## src/rtl/ita_scroll14.sv

```systemverilog
`default_nettype none
// ============================================================================
// Module   : ita_scroll14
// Brief    : 14-segment multiplexed display driver, writable message buffer,
//            glyph ROM and frame-based left scrolling.
// Revision : 1.0 - initial release
// ============================================================================
module ita_scroll14 #(
    parameter int N_DIGITS      = 12,
    parameter int MSG_LEN       = 16,
    parameter int REFRESH_DIV   = 1,
    parameter int SCROLL_FRAMES = 8
) (
    input  logic                       clk,
    input  logic                       rst,
    input  logic                       msg_we,
    input  logic [$clog2(MSG_LEN)-1:0] msg_addr,
    input  logic [5:0]                 msg_char,
    input  logic                       scroll_en,
    input  logic                       blank,
    output logic [N_DIGITS-1:0]        sel,
    output logic [13:0]                segm,
    output logic                       frame_done
);

    localparam int c_AW = $clog2(MSG_LEN);
    localparam int c_GW = $clog2(N_DIGITS);
    localparam int c_DW = (REFRESH_DIV > 1) ? $clog2(REFRESH_DIV) : 1;
    localparam int c_FW = (SCROLL_FRAMES > 1) ? $clog2(SCROLL_FRAMES) : 1;

    localparam logic [c_DW-1:0]     c_DIV_LAST = c_DW'(REFRESH_DIV - 1);
    localparam logic [c_GW-1:0]     c_DIG_LAST = c_GW'(N_DIGITS - 1);
    localparam logic [c_AW-1:0]     c_OFF_LAST = c_AW'(MSG_LEN - 1);
    localparam logic [c_FW-1:0]     c_FR_LAST  = c_FW'(SCROLL_FRAMES - 1);
    localparam logic [c_AW:0]       c_LEN      = (c_AW + 1)'(MSG_LEN);
    localparam logic [N_DIGITS-1:0] c_SEL_ONE  = N_DIGITS'(1);

    // Bit order {a,b,c,d,e,f,g1,g2,h,j,k,l,m,n}; h..n are the inner segments.
    function automatic logic [13:0] f_glyph(input logic [5:0] code);
        logic [13:0] g;
        case (code)
            6'd1:    g = 14'b11101111_000000; // A
            6'd2:    g = 14'b11110001_010010; // B
            6'd3:    g = 14'b10011100_000000; // C
            6'd4:    g = 14'b11110000_010010; // D
            6'd5:    g = 14'b10011110_000000; // E
            6'd6:    g = 14'b10001110_000000; // F
            6'd7:    g = 14'b10111101_000000; // G
            6'd8:    g = 14'b01101111_000000; // H
            6'd9:    g = 14'b10010000_010010; // I
            6'd10:   g = 14'b01111000_000000; // J
            6'd11:   g = 14'b00001110_001100; // K
            6'd12:   g = 14'b00011100_000000; // L
            6'd13:   g = 14'b01101100_101000; // M
            6'd14:   g = 14'b01101100_100100; // N
            6'd15:   g = 14'b11111100_000000; // O
            6'd16:   g = 14'b11001111_000000; // P
            6'd17:   g = 14'b11111100_000100; // Q
            6'd18:   g = 14'b11001111_000100; // R
            6'd19:   g = 14'b10110111_000000; // S
            6'd20:   g = 14'b10000000_010010; // T
            6'd21:   g = 14'b01111100_000000; // U
            6'd22:   g = 14'b00001100_001001; // V
            6'd23:   g = 14'b01101100_000101; // W
            6'd24:   g = 14'b00000000_101101; // X
            6'd25:   g = 14'b00000000_101010; // Y
            6'd26:   g = 14'b10010000_001001; // Z
            6'd27:   g = 14'b11111100_001001; // 0
            6'd28:   g = 14'b01100000_001000; // 1
            6'd29:   g = 14'b11011011_000000; // 2
            6'd30:   g = 14'b11110001_000000; // 3
            6'd31:   g = 14'b01100111_000000; // 4
            6'd32:   g = 14'b10110111_000000; // 5
            6'd33:   g = 14'b10111111_000000; // 6
            6'd34:   g = 14'b11100000_000000; // 7
            6'd35:   g = 14'b11111111_000000; // 8
            6'd36:   g = 14'b11110111_000000; // 9
            default: g = 14'b0;               // space and unused codes
        endcase
        return g;
    endfunction

    logic [c_DW-1:0]     r_div;
    logic [c_GW-1:0]     r_dig;
    logic [c_AW-1:0]     r_off;
    logic [c_FW-1:0]     r_frame;
    logic [5:0]          r_buf [MSG_LEN];
    logic [N_DIGITS-1:0] r_sel;
    logic [13:0]         r_segm;
    logic                r_frame_done;

    logic                w_tick;
    logic                w_wrap;
    logic                w_step;
    logic [c_GW-1:0]     w_dig_n;
    logic [c_AW-1:0]     w_off_n;
    logic [c_AW:0]       w_sum;
    logic [c_AW-1:0]     w_idx;
    logic [5:0]          w_char;
    logic                w_addr_ok;

    always_comb begin
        w_tick    = (r_div == c_DIV_LAST);
        w_wrap    = w_tick && (r_dig == c_DIG_LAST);
        w_step    = w_wrap && scroll_en && (r_frame == c_FR_LAST);
        w_dig_n   = (r_dig == c_DIG_LAST) ? '0 : r_dig + c_GW'(1);
        w_off_n   = r_off;
        if (w_step) begin
            w_off_n = (r_off == c_OFF_LAST) ? '0 : r_off + c_AW'(1);
        end
        // The freshly stepped offset already applies to the digit-0 load.
        w_sum     = (c_AW + 1)'(w_off_n) + (c_AW + 1)'(w_dig_n);
        w_idx     = (w_sum >= c_LEN) ? c_AW'(w_sum - c_LEN) : c_AW'(w_sum);
        w_char    = r_buf[w_idx];
        w_addr_ok = ({1'b0, msg_addr} < c_LEN);
    end

    // The digit counter resets to the last digit, so the first tick is itself
    // a frame wrap that loads digit 0.
    always_ff @(posedge clk) begin
        if (rst) begin
            r_div        <= '0;
            r_dig        <= c_DIG_LAST;
            r_off        <= '0;
            r_frame      <= '0;
            r_sel        <= '0;
            r_segm       <= '0;
            r_frame_done <= 1'b0;
            for (int i = 0; i < MSG_LEN; i++) begin
                r_buf[i] <= '0;
            end
        end else begin
            r_div        <= w_tick ? '0 : r_div + c_DW'(1);
            r_frame_done <= w_wrap;
            if (w_tick) begin
                r_dig  <= w_dig_n;
                r_off  <= w_off_n;
                r_sel  <= c_SEL_ONE << w_dig_n;
                r_segm <= blank ? 14'b0 : f_glyph(w_char);
            end
            if (!scroll_en) begin
                r_frame <= '0;
            end else if (w_wrap) begin
                r_frame <= (r_frame == c_FR_LAST) ? '0 : r_frame + c_FW'(1);
            end
            // Non-blocking write: a same-edge display load sees the old entry.
            if (msg_we && w_addr_ok) begin
                r_buf[msg_addr] <= msg_char;
            end
        end
    end

    assign sel        = r_sel;
    assign segm       = r_segm;
    assign frame_done = r_frame_done;

endmodule
`default_nettype wire

```

## config.mk

```make
export PLATFORM = sky130hd
export DESIGN_NAME = ita_scroll14
export DESIGN_NICKNAME = d
export VERILOG_FILES = /design/src/rtl/ita_scroll14.sv
export SDC_FILE = /design/constraint.sdc
export NUM_CORES = 1
export LEC_CHECK = 0
export ABC_AREA = 1
export BUFFER_PORTS_ARGS = -buffer_cell sky130_fd_sc_hd__buf_4
export CORE_AREA = 2 2 123 125
export DETAILED_ROUTE_END_ITERATION = 10
export DIE_AREA = 0 0 125 127
export HOLD_SLACK_MARGIN = 0.15
export PLACE_DENSITY_LB_ADDON = 0.3
export SYNTH_ARGS = -nofsm -noshare
export SYNTH_HDL_FRONTEND = slang
export SYNTH_SLANG_ARGS = --single-unit
export TNS_END_PERCENT = 10
```

## constraint.sdc

```tcl
create_clock -name clk -period 4.55 [get_ports clk]
set_input_delay 0 -clock clk [delete_from_list [all_inputs] [get_ports clk]]
set_output_delay 0 -clock clk [all_outputs]
set_load 0.01 [all_outputs]
```

# Yosys cells after proc, flatten, opt, wreduce, memory -nomap -nowiden
# Memories as Yosys holds them, arrays and structs flattened.
# Index checks and enable logic that the tools add are counted.
# totals
reg_bits	39
latchBits	0
ramBits	96
rom_bits	896
input_bits	15
out_inout_bits	27
wordCells	42
memories	2
# mem_list
memory	depth	width	read_ports	rd_clocked_by_memory_dff	write_ports	line_no	rtl
(no name shown)	64	14	1	0	0	41	case (code)
r_buf	16	6	1	0	16	87	logic [5:0] r_buf [MSG_LEN];
# op_classes
n_addsub	6
multipliers	0
div	0
magnitude_cmp	1
eq_ne	3
shift	1
muxes	14
bitwise_logic	2
reduce_logical	6
# ops
cell	count
4-bit 2-to-1 mux	5
14-bit 2-to-1 mux	1
1-bit by 4-bit << shifter with 12-bit output, first input constant	1
4-bit by 1-bit adder with 4-bit output, second input constant	2
4-bit equality test, second input constant	2
1-bit 2-to-1 mux	6
6-bit 2-to-1 mux	1
6-bit OR reduction	1
4-bit by 4-bit adder with 5-bit output	1
5-bit greater-or-equal comparator, second input constant	1
2-bit OR reduction	2
4-bit by 1-bit subtractor with 4-bit output, second input constant	1
3-bit by 1-bit adder with 3-bit output, second input constant	1
3-bit equality test, second input constant	1
1-bit logical AND	3
3-bit 2-to-1 mux	1
1-bit inverter	2
1-bit adder, second input constant	1

# Depth between registers and ports, before layout
# Gate-level depths: netlist of run 1.
# An unclocked memory read counts as a cell.
# logic_depth
word_depth	11
depth_mapped	30
mapped_depth_nobuf	29

# Worst setup path before layout of run 1
# No wires, ideal clock.
# synth_timing
kind	register to register
start	reg r_frame[0]
end	reg r_segm[11] (netlist: segm[11])
setup_time_ps	132
arrival_ps	3747
required_ps	4418
path_slack_ps	671
stages_incl_launch_ff	28
n_path_buf	2
period_less_slack_ps	3879
cell_sequence	dfxtp_1 > ha_1 > ha_1 > nand2_1 > inv_1 > nand3_2 > or2_2 > o21ai_0 > inv_1 > fa_1 > buf_2 > inv_1 > buf_2 > nand3_1 > a21oi_1 > or2_2 > nand2_1 > nand2_2 > inv_1 > ha_1 > inv_1 > nand2_1 > nand2_1 > nand2_1 > nand3_1 > nand3_1 > nand2_1 > a21oi_1
# synth_via
elab_chain_cells	9
elab_cells_between_ends	10
classes_between	add/sub: 2; order compare: 1; eq/ne: 1; mux: 3; reduce/logical: 1; memory: 2
# synth_rtl
element	line_no	rtl
from (decl)	86	logic [c_FW-1:0] r_frame;
from (signal assigned)	144	r_frame <= (r_frame == c_FR_LAST) ? '0 : r_frame + c_FW'(1);
3-bit equality test *	105	w_step = w_wrap && scroll_en && (r_frame == c_FR_LAST);
1-bit logical AND *	105	
4-bit 2-to-1 mux *	108	if (w_step) begin
named net w_off_n[1]	96	logic [c_AW-1:0] w_off_n;
4-bit by 4-bit adder with 5-bit output *	112	w_sum = (c_AW + 1)'(w_off_n) + (c_AW + 1)'(w_dig_n);
4-bit by 1-bit subtractor with 4-bit output or 5-bit greater-or-equal comparator (tied branches)	113	w_idx = (w_sum >= c_LEN) ? c_AW'(w_sum - c_LEN) : c_AW'(w_sum);
4-bit 2-to-1 mux *	113	
memory read 16 x 6 bit *	n/a	
memory read 64 x 14 bit *	n/a	
14-bit 2-to-1 mux *	139	r_segm <= blank ? 14'b0 : f_glyph(w_char);
to (signal assigned)	139	
to (decl)	89	logic [13:0] r_segm;
# Mark *: on every way through the listed nets, which the timed path passes. The rest lies on a longest branch.
# A chain may end at the register's enable or synchronous reset.

# Final worst setup path of run 1
# Ends and elaborated chain as after synthesis.

==> flow_metrics.tcl, run 1 <==
set metrics [dict create \
    setup_tns_ns 0 \
    cts_max_level 4 \
    syn_inst 859 \
    max_cap_violations 0 \
    max_slew_margin 0.486 \
    setup.worst_path.start "r_frame[0]" \
    globalRoute.totalOverflow 0 \
    synth-edff-count 96 \
    clock_latency_ns 0.42 \
    period_minus_slack_ns 4.12 \
    port_buffers 41 \
    rrSetupSlack_ns 0.43 \
    ys.flop_type "edfxtp_1" \
    areaGrowthSynthToFinish_pct 14.5 \
    die_y_um 127 \
    tightest_slew_ns 0.770 \
    post_drt_via_cell_ratio 5.28 \
    synth.avg_cell_area_um2 8.24 \
    rr_worst_depth 26 \
    cp.arrival_ns 4.41 \
    cts_buffers 17 \
    cp.required_ns 4.85 \
    start_kind "register" \
    io_pins 42 \
    hold_start "msg_addr[3]" \
    setup_viol 0 \
    initial_core_util 0.491 \
    placed_area_um2 7490 \
    final.period_utilization 0.905 \
    yosysWarnings 0 \
    finalWirelength_um 16600 \
    drc 0 \
    dieArea_um2 15900 \
    clk_pin_slew_ns 0.06 \
    placementRows 44 \
    endpoint "segm[11]" \
    cp_slowest_stage_delay_ns 0.54 \
    globalplace.congestion 0.908 \
    peakVddDrop_mv 0.289 \
    design_area_um2 8110 \
    grt_pass1_wl_um 26900 \
    crit_type "reg2reg" \
    wl_met2_um 7920 \
    cp_max_fo 21 \
    status "complete, no violations" \
    clkSinkCount 135 \
    p_leak_nw 3.58 \
    root_buffer "clkbuf_16" \
    reg2reg_from "r_frame[0]" \
    syn-num-nets 893 \
    vias 5752 \
    cpMaxStageDelayCell "fa_1" \
    drt-met1-wl_um 7430 \
    synthDistinctLibCells 38 \
    async_flop_share 0 \
    ant_nets 0 \
    clockBufferDepth 2 \
    ys_ff_latch 135 \
    drv_slew 0 \
    dp_hpwl_um 11000 \
    fillers 1348 \
    hold_viol 0 \
    drtPass1Iterations 5 \
    worstHoldPathType "in2reg" \
    antenna_found_initial 0 \
    synth_area_um2 7080 \
    powerDensity_nw_per_um2 456 \
    wl_met3_um 1030 \
    skew_ns 0.00774 \
    cts_tree "built" \
    core_area_um2 14400 \
    num-nets-final 927 \
    cts_setup_buffers 0 \
    diodes 0 \
    first_global_vias 5280 \
    ys_seq_area_frac 0.517 \
    drive_gt1_frac 0.137 \
    die_w_um 125 \
    grt_usage 0.216 \
    timing.rr.end "segm[11]" \
    max_freq_ghz 0.243 \
    drt_iter0_drc 536 \
    top_layer "met4" \
    grt_max_degree 49 \
    wire_per_inst_um 15.2 \
    rsz0062_at_grt "no" \
    cp-end-kind "register" \
]
[per-layer routing]
| layer | track usage | vias to the layer above |
|---|---|---|
| met5 | 0 | - |
| li1 | - | 2886 |
| met1 | 0.285 | 2638 |
| met2 | 0.361 | 213 |
| met3 | 0.0473 | 15 |
| met4 | 0.0621 | 0 |
[worst min-delay path by stage]
stage / endpoint / slack, ns / depth (start not counted)
global route: r_buf[1][5] / 0.19 / 4
global placement: r_frame[2] / 0.31 / 3
finish: r_buf[1][5] / 0.16 / 4
floorplan: r_frame[0] / 0.17 / 2
CTS: r_buf[10][2] / 0.15 / 4
detailed placement: r_frame[2] / 0.31 / 3
[flip-flops by register name, summed over array words and instances, names as in the netlist]
name,count
frame_done,1
r_buf,96
r_dig,4
r_div,1
r_frame,3
r_off,4
segm,14
sel,12
[power by group]
| group | switching (W) | internal (W) |
|---|---|---|
| clock network | 0.000523 | 0.000804 |
| logic | 0.000640 | 0.000307 |
| registers | 0.0000315 | 0.00139 |
[worst max-delay path, delay by kind of cell (launching register included)]
family,cells,cell delay [ns]
compound gates,3,0.24
simple gates,13,1.57
flops,1,0.35
fa+ha+maj,4,1.17
buf+inv,6,0.64
[cells in the mapped netlist, types with 14 or more instances]
| master | number | area [um^2] |
|---|---|---|
| nor2_1 | 153 | 574 |
| ha_1 | 18 | 225 |
| nand3_1 | 65 | 325 |
| nand2_1 | 248 | 931 |
| o21ai_0 | 36 | 180 |
| clkbuf_1 | 16 | 60.1 |
| a21oi_1 | 28 | 140 |
| edfxtp_1 | 96 | 2880 |
| nand2_2 | 14 | 87.6 |
| inv_1 | 55 | 206 |
| buf_2 | 14 | 70.1 |
| dfxtp_1 | 39 | 781 |
[what timing repair did]
| item | CTS | global route |
|---|---|---|
| hold endpoints to repair | 30 | 0 |
| hold buffers | 3 | 0 |
| resized for setup | 0 | 8 |
| endpoints found under the setup margin | 0 | 10 |
[cells in the final DEF, fill, tap and decap left out, types with 5 or more instances in the layout]
cell / count
ha_1: 18
nand3_1: 65
clkbuf_16: 17
buf_4: 48
dfxtp_1: 37
inv_1: 54
nand2_1: 247
nand2_4: 7
a21oi_1: 28
o21ai_0: 36
nor2_1: 153
o22ai_1: 9
edfxtp_1: 96
nand2_2: 14
inv_2: 7
nand3_2: 5
o211ai_1: 5
[kinds of logic after synthesis]
family,Yosys count,share of synthesized area
flip-flops,135,0.517
adder cells (fa/ha/maj),19,0.0346
AO/OA/AOI/OAI,93,0.0735
other,1,0.000530
AND/OR/NAND/NOR,510,0.311
XOR/XNOR,2,0.00247
buffers and inverters,99,0.0602
[stage by stage]
step	cells	utilization	power [W]	hold slack, ns	setup WS [ns]
final	1090	0.562	0.00370	0.156	0.433
after global routing	1090	0.562	0.00389	0.191	0.0287
after CTS	1090	0.560	0.00370	0.151	0.301
after detailed placement	1055	0.519	0.00237	0.310	0.322
after global placement	1055	0.519	0.00237	0.311	0.402
after floorplan	859	-	0.00216	0.169	0.671
[area by class of cell]
class	count	area (um^2)	area share
Timing Repair Buffer	53	417	0.0514
Sequential cell	135	3670	0.452
Tap cell	184	230	0.0284
Inverter	61	229	0.0282
Clock inverter	12	128	0.0157
Clock buffer	20	437	0.0539
Multi-Input combinational cell	625	3000	0.370
Note: power is estimated with default switching activity, not from simulation.
==> run 2: changes to the inputs <==
CORE_AREA = 2 2 117 119   (was 2 2 123 125)
DIE_AREA = 0 0 119 121   (was 0 0 125 127)
==> flow_metrics.tcl, run 2 (same netlist as run 1, synthesis figures left out) <==
set metrics [dict create \
    drv_slew 0 \
    reg2reg_from "r_frame[0]" \
    num-nets-final 936 \
    placementRows 42 \
    die_w_um 119 \
    grt_pass1_wl_um 26700 \
    cts_buffers 17 \
    rrSetupSlack_ns 0.28 \
    drive_gt1_frac 0.139 \
    port_buffers 41 \
    setup_viol 0 \
    die_y_um 121 \
    drt_iter0_drc 460 \
    dieArea_um2 14400 \
    drtPass1Iterations 5 \
    largest_reg_flops 96 \
    rsz0062_at_grt "yes" \
    initial_core_util 0.541 \
    place_ws_ns 0.264 \
    ant_nets 0 \
    clkSinkCount 135 \
    cp.arrival_ns 4.62 \
    path_depth 23 \
    first_global_vias 5406 \
    clock_latency_ns 0.43 \
    dp_hpwl_um 10900 \
    areaGrowthSynthToFinish_pct 14.7 \
    layout_setup_ws_ns 0.281 \
    diodes 0 \
    clk_pin_slew_ns 0.06 \
    postLayoutCoreUtil 0.621 \
    post_drt_via_cell_ratio 5.29 \
    grt_usage 0.240 \
    final_cells 1091 \
    p_leak_nw 3.60 \
    finalWirelength_um 16400 \
    peakVddDrop_mv 0.286 \
    final.period_utilization 0.938 \
    drc 0 \
    antenna_found_initial 0 \
    crit_type "reg2reg" \
    cp_max_fo 14 \
    skew_ns 0.00934 \
    cp_top_family "simple AND/OR/NAND/NOR gates" \
    root_buffer "clkbuf_16" \
    rr_worst_depth 23 \
    status "complete, no violations" \
    top_register "r_buf" \
    path_cells "ha_1 > ha_1 > nand2_2 > inv_1 > nand3_2 > or2_2 > o21ai_0 > inv_1 > fa_1 > inv_2 > buf_4 > buf_4 > o21ai_0 > o22ai_1 > nand2_1 > nand2_1 > o21ai_2 > inv_2 > nand3_1 > nand2_1 > nand2_1 > nand2_1 > a21oi_1" \
    final_common_cell "nand2_1" \
    cp_slowest_stage_delay_ns 0.59 \
    cp.required_ns 4.90 \
    hold_ws_ns 0.173 \
    worstHoldPathType "in2reg" \
    period_minus_slack_ns 4.27 \
    cp_common_cell "nand2_1" \
    min_delay_path_depth 4 \
    grt_max_degree 49 \
    hold_start "msg_addr[2]" \
    clockBufferDepth 2 \
    cp_num_buf_inv 6 \
    globalRoute.totalOverflow 0 \
    dp_cells 1049 \
    tightest_slew_ns 0.752 \
    vias 5770 \
    globalplace.congestion 0.906 \
    cts_tree "built" \
    start_kind "register" \
    hold_viol 0 \
    cp-end-kind "register" \
    powerDensity_nw_per_um2 449 \
    cpMaxStageDelayCell "o21ai_2" \
    wire_per_inst_um 15.0 \
    final_cell_mix "nand2_1, nor2_1, edfxtp_1" \
    timing.rr.end "segm[9]" \
    hold_end "r_buf[1][3]" \
    max_cap_violations 0 \
    cts_max_level 4 \
    io_pins 42 \
    max_slew_margin 0.498 \
    max_freq_ghz 0.234 \
    core_area_um2 13100 \
]
## run 2: cell type report
class                   instances  area (um^2)
clock buffers                  19          433
clock inverters                13          106
fillers                      1117         4960
inverters                      61          229
multi-input cells             625         2990
flip-flops and latches        135         3660
well taps                     176          220
repair buffers                 62          478
## run 2: how the worst max path moves through the flow
| stage | end | start |
|---|---|---|
| 2_1_floorplan | segm[11] | r_frame[0] |
| 3_3_place_gp | segm[8] | r_frame[0] |
| 3_5_place_dp | segm[9] | r_frame[0] |
| 4_1_cts | segm[9] | r_frame[0] |
| 5_1_grt | segm[8] | r_frame[0] |
| 6_report | segm[9] | r_frame[0] |
## run 2: per-layer routing
metal,vias up,global-route usage,share of wire
li1,2906,-,-
met1,2661,0.304,0.45
met2,177,0.403,0.48
met3,26,0.0578,0.053
met4,0,0.0818,0.019
met5,-,0,0
## run 2: what timing repair did
action                     CTS  global route
hold buffers                 5             0
resized for setup            0             2
setup endpoints to repair    0            12
setup buffers                0             5
hold endpoints to repair    48             0
## run 2: worst min-delay path, delay by kind of cell
| kind | cells | cell delay, ns |
|---|---|---|
| buf+inv | 1 | 0.10 |
| simple gates | 3 | 0.33 |
## run 2: where the power goes
part           internal, W  total [W]  leakage [nW]  switching (W)
logic             0.000322   0.000961          2.12       0.000639
clock network     0.000744    0.00127         0.250       0.000523
registers          0.00139    0.00142          1.23      0.0000313
total              0.00246    0.00365          3.60        0.00119
## run 2: per-stage QoR
step | setup TNS (ns) | power [W] | instance area (um^2)
floorplan | 0 | 0.00216 | 7080
global placement | 0 | 0.00237 | 7490
detailed placement | 0 | 0.00237 | 7490
CTS | 0 | 0.00363 | 8080
global route | -0.0718 | 0.00384 | 8120
finish | 0 | 0.00365 | 8120
